File: src/rtl/seizure_detector.sv
// Per-sample seizure decision from the feature stream: dual-threshold hysteresis,
// consecutive-sample qualification, post-event holdoff, onset/offset pulses and event count.
module seizure_detector #(
  parameter int unsigned FEAT_WIDTH = 40,
  parameter int unsigned CNT_WIDTH  = 16,
  parameter int unsigned EVT_WIDTH  = 16
) (
  input  logic                         clk,
  input  logic                         rst,
  input  logic                         en,
  input  logic signed [FEAT_WIDTH-1:0] feat_in,
  input  logic                         feat_valid,
  input  logic signed [FEAT_WIDTH-1:0] thr_on,
  input  logic signed [FEAT_WIDTH-1:0] thr_off,
  input  logic [CNT_WIDTH-1:0]         on_count,
  input  logic [CNT_WIDTH-1:0]         off_count,
  input  logic [CNT_WIDTH-1:0]         holdoff,
  output logic                         seizure,
  output logic                         onset,
  output logic                         offset,
  output logic [EVT_WIDTH-1:0]         event_count,
  output logic [1:0]                   state
);

  localparam logic [1:0] S_IDLE = 2'd0;
  localparam logic [1:0] S_CAND = 2'd1;
  localparam logic [1:0] S_SEIZ = 2'd2;
  localparam logic [1:0] S_HOLD = 2'd3;

  logic [1:0]           state_nxt;
  logic [CNT_WIDTH-1:0] run, run_nxt, run_inc;
  logic [CNT_WIDTH:0]   run_p1, eff_on, eff_off, hold_ext;
  logic                 above, below;
  logic                 seizure_nxt, onset_nxt, offset_nxt;
  logic [EVT_WIDTH-1:0] event_count_nxt;

  // Count comparisons are done one bit wider so run + 1 never wraps.
  assign above    = feat_in >= thr_on;
  assign below    = feat_in < thr_off;
  assign run_p1   = {1'b0, run} + (CNT_WIDTH+1)'(1);
  assign run_inc  = (&run) ? run : run + CNT_WIDTH'(1);
  assign eff_on   = (on_count == '0) ? (CNT_WIDTH+1)'(1) : {1'b0, on_count};
  assign eff_off  = (off_count == '0) ? (CNT_WIDTH+1)'(1) : {1'b0, off_count};
  assign hold_ext = {1'b0, holdoff};

  // State and run counter register
  always_ff @(posedge clk) begin
    if (rst) begin
      state <= S_IDLE;
      run   <= '0;
    end else begin
      state <= state_nxt;
      run   <= run_nxt;
    end
  end

  // Next-state logic; nothing moves without en, and only HOLDOFF with zero holdoff ignores feat_valid
  always_comb begin
    state_nxt = state;
    run_nxt   = run;
    if (en) begin
      case (state)
        S_IDLE: begin
          if (feat_valid) begin
            run_nxt = '0;
            if (above) begin
              if (eff_on == (CNT_WIDTH+1)'(1)) begin
                state_nxt = S_SEIZ;
              end else begin
                state_nxt = S_CAND;
                run_nxt   = CNT_WIDTH'(1);
              end
            end
          end
        end
        S_CAND: begin
          if (feat_valid) begin
            if (!above) begin
              state_nxt = S_IDLE;
              run_nxt   = '0;
            end else if (run_p1 >= eff_on) begin
              state_nxt = S_SEIZ;
              run_nxt   = '0;
            end else begin
              run_nxt = run_inc;
            end
          end
        end
        S_SEIZ: begin
          if (feat_valid) begin
            if (!below) begin
              run_nxt = '0;
            end else if (run_p1 >= eff_off) begin
              state_nxt = S_HOLD;
              run_nxt   = '0;
            end else begin
              run_nxt = run_inc;
            end
          end
        end
        default: begin
          if (holdoff == '0) begin
            state_nxt = S_IDLE;
            run_nxt   = '0;
          end else if (feat_valid) begin
            if (run_p1 >= hold_ext) begin
              state_nxt = S_IDLE;
              run_nxt   = '0;
            end else begin
              run_nxt = run_inc;
            end
          end
        end
      endcase
    end
  end

  // Output decode from the pending transition; pulses self-clear because they are recomputed every cycle
  always_comb begin
    seizure_nxt     = (state_nxt == S_SEIZ);
    onset_nxt       = (state != S_SEIZ) && (state_nxt == S_SEIZ);
    offset_nxt      = (state == S_SEIZ) && (state_nxt == S_HOLD);
    event_count_nxt = event_count;
    if (onset_nxt && !(&event_count)) begin
      event_count_nxt = event_count + EVT_WIDTH'(1);
    end
  end

  // Output registers
  always_ff @(posedge clk) begin
    if (rst) begin
      seizure     <= 1'b0;
      onset       <= 1'b0;
      offset      <= 1'b0;
      event_count <= '0;
    end else begin
      seizure     <= seizure_nxt;
      onset       <= onset_nxt;
      offset      <= offset_nxt;
      event_count <= event_count_nxt;
    end
  end

endmodule

File: config.mk
export PLATFORM = sky130hd
export DESIGN_NAME = seizure_detector
export DESIGN_NICKNAME = d
export VERILOG_FILES = /design/src/rtl/seizure_detector.sv
export SDC_FILE = /design/constraint.sdc
export NUM_CORES = 1
export LEC_CHECK = 0
export CAP_MARGIN = 20
export CORE_ASPECT_RATIO = 0.75
export CORE_UTILIZATION = 51
export DETAILED_ROUTE_END_ITERATION = 12
export PLACE_DENSITY = 0.95
export SLEW_MARGIN = 5
export SYNTH_ARGS = -nofsm -noshare
export SYNTH_HDL_FRONTEND = slang
export SYNTH_SLANG_ARGS = --single-unit
File: constraint.sdc
create_clock -name clk -period 7.5 [get_ports clk]
set_input_delay 0.75 -clock clk [delete_from_list [all_inputs] [get_ports clk]]
set_output_delay 0.75 -clock clk [all_outputs]
set_load 0.01 [all_outputs]
==> flow_metrics.py <==
metrics = {
    "route": {
        "routed_wl_um": 17000,
        "dr_total_vias": 6039,
        "drtIter0Drc": 372,
        "ant_nets": 0,
        "viasPerCell": 5.69,
        "drc": 0,
        "avgRoutedWirePerCell_um": 16.0,
        "first_pass_iters": 5,
    },
    "synthesis": {
        "synthesis.area_um2": 5440,
        "synth-edff-count": 0,
        "synth_ff_type": "dfxtp_1",
        "avgSynthCellArea_um2": 7.39,
        "ys_types": 64,
        "ys_warn_count": 0,
        "synth-seq-cells": 37,
        "async_flop_share_pct": 0,
        "synthCells": 735,
        "syn_nets": 1035,
        "ys_seq_area_share_pct": 13.6,
    },
    "timing": {
        "worst_pin_slew_ns": 1.03,
        "tns_ns": 0,
        "setup_violations": 0,
        "hold_violations": 0,
        "period_share_pct": 63.6,
        "finClkSkew_ns": 0.00534,
        "drv_slew": 0,
        "fin_crit_ns": 4.77,
        "max_clock_freq_mhz": 210,
        "slew_headroom_pct": 31.1,
        "rsz0062_at_grt": "false",
    },
    "worst_setup_path": {
        "r2r_cells": 15,
        "slowest_stage": "or4_1",
        "path_cells": "ha_1 > nand4_1 > nor2_1 > nand3_1 > xnor2_1 > ha_1 > nand3_1 > nor4_1 > and3_1 > a21oi_1 > nand2_1 > o211ai_1 > nand4_2 > or4_1 > a21oi_1",
        "r2r_end": "event_count[5]",
        "worstPathArrival_ns": 4.98,
        "worstPathMaxFanout": 23,
        "crit_end": "event_count[5]",
        "reg2reg_from": "run[0]",
        "startpoint": "run[0]",
        "startpoint_type": "flop",
        "crit_type": "flop to flop",
        "cp-end-kind": "flop",
        "slowest_delay_ns": 0.63,
        "required_ns": 7.71,
        "regToRegSetupSlack_ns": 2.73,
    },
    "global_route": {
        "antenna_found_initial": 0,
        "grt.total_usage_pct": 30.8,
        "grt_max_degree": 31,
        "grt_pass1_wl_um": 27500,
        "overflow": 0,
        "grt_pass1_vias": 6034,
    },
    "power": {
        "p_leak_nw": 3.75,
        "p_sw_w": 0.000207,
        "power_density_nw_per_um2": 88.8,
        "p_comb_share_pct": 39.9,
        "clkPwrFrac_pct": 30.1,
        "seqPwrFrac_pct": 30.0,
        "total_power_w": 0.000678,
        "p_int_w": 0.000471,
        "vdd_drop_max_mv": 0.0928,
        "netSwitchingFraction_pct": 30.5,
    },
    "floorplanning": {
        "io_pins": 193,
        "placementRows": 32,
        "start_util_pct": 52.6,
        "core_area_um2": 10300,
        "die_y_um": 91.4,
        "die-area_um2": 11100,
        "die_x_um": 121,
    },
    "layout": {
        "syn2layout_area_growth_pct": 40.4,
        "final_area_um2": 7630,
        "final_nets": 1224,
        "fin_util_pct": 73.8,
        "final_cell_mix": "192 x clkdlybuf4s50_1, 137 x inv_1, 128 x ha_1",
        "mostFrequentLayoutCell": "clkdlybuf4s50_1",
        "antenna_cells": 0,
        "layoutNonFillerInstCount": 1061,
        "drive_above_1_share_pct": 2.59,
        "fillCellCount": 806,
    },
    "place": {
        "place_inst": 1053,
        "place_hpwl_um": 14600,
        "gp_congestion": 0.992,
        "port_buffers": 192,
        "dpl_cell_area_um2": 7490,
    },
    "clock_network": {
        "clock_latency_ns": 0.28,
        "cts_tree": "yes",
        "cts_made_buffers": 5,
        "cts_resized": 0,
        "holdBufCountCts": 0,
        "htreeDepth": 2,
        "cts_setup_buffers": 0,
        "cts_root_buf": "clkbuf_16",
        "clkTransAtPathRegs_ns": 0.06,
        "clk_path_buf_depth": 2,
        "cts.sinks": 37,
    },
    "hold_path": {
        "worst_hold_path_type": "flop to flop",
        "min_from": "event_count[14]",
    },
    "flow_run": {
        "cap_violations": 0,
    },
    "run_status": {
        "outcome": "completed",
    },
}
## cell type report
type	count	area [um2]	share of cell area [%]
Inverter	138	518	6.79
Timing Repair Buffer	194	1940	25.4
Tap cell	136	170	2.23
Multi-Input combinational cell	548	4120	54.0
Clock buffer	5	125	1.64
Clock inverter	3	17.5	0.230
Sequential cell	37	741	9.71
## layer usage
metal	wire (um)	GRT usage [%]
met1	7350	38.0
met2	7710	53.2
met3	1510	6.16
met4	457	9.67
met5	0	0
## per-stage QoR
stage	setup slack (ns)	hold WS (ns)
finish	2.73	0.496
global route	2.36	0.530
CTS	2.88	0.491
detailed placement	2.90	0.484
global placement	2.96	0.481
floorplan	3.78	0.478
## registers in the layout, summed over array words and instances (netlist names)
register and flops:
event_count 16, offset 1, onset 1, seizure 1, state 2, run 16
## cell usage after synthesis, drive strengths merged (7+ instances only)
master	instances	area, um2
nor2b	11	68.8
a21oi	65	325
or3	15	93.8
and3	15	93.8
nand3	36	185
xor2	7	61.3
a211oi	8	65.1
dfxtp	37	741
a21o	12	90.1
ha	128	1600
inv	138	518
xnor2	9	78.8
nor4	16	100
nand2	42	158
clkbuf	7	26.3
nor2	40	150
nand4	20	146
o21ai	35	175
nor3	14	92.6
## critical path: cells and delay by family, from the launching register on
| family | cells | cell delay, ns |
|---|---|---|
| XOR/XNOR | 1 | 0.36 |
| flip-flops | 1 | 0.54 |
| AO/OA/AOI/OAI | 3 | 0.71 |
| AND/OR/NAND/NOR | 9 | 2.43 |
| adder cells (fa/ha/maj) | 2 | 0.65 |
## cell families (layout without fill, tap and decap cells)
group / Yosys count / count (layout) / synth area share (%)
flops: 37 / 37 / 13.6
simple gates: 232 / 232 / 23.2
compound gates: 167 / 167 / 19.3
mux: 4 / 4 / 0.829
fa+ha+maj: 128 / 128 / 29.5
buf+inv: 150 / 340 / 10.6
xor+xnor: 17 / 17 / 2.99
## worst min path at each step
stage                           end  slack (ns)  depth (start not counted)
global placement    event_count[14]        0.48                          2
finish              event_count[14]        0.50                          2
CTS                 event_count[14]        0.49                          2
floorplan                   run[12]        0.48                          2
global route         event_count[5]        0.53                          2
detailed placement  event_count[14]        0.48                          2
## power groups by stage
stage	logic, W	registers (W)	clock network (W)
after floorplan	0.000127	0.000206	0
after global placement	0.000258	0.000207	0
after detailed placement	0.000266	0.000207	0
after CTS	0.000269	0.000203	0.000206
after global routing	0.000300	0.000203	0.000213
final	0.000270	0.000203	0.000204
(Power assumes the default switching activity.)
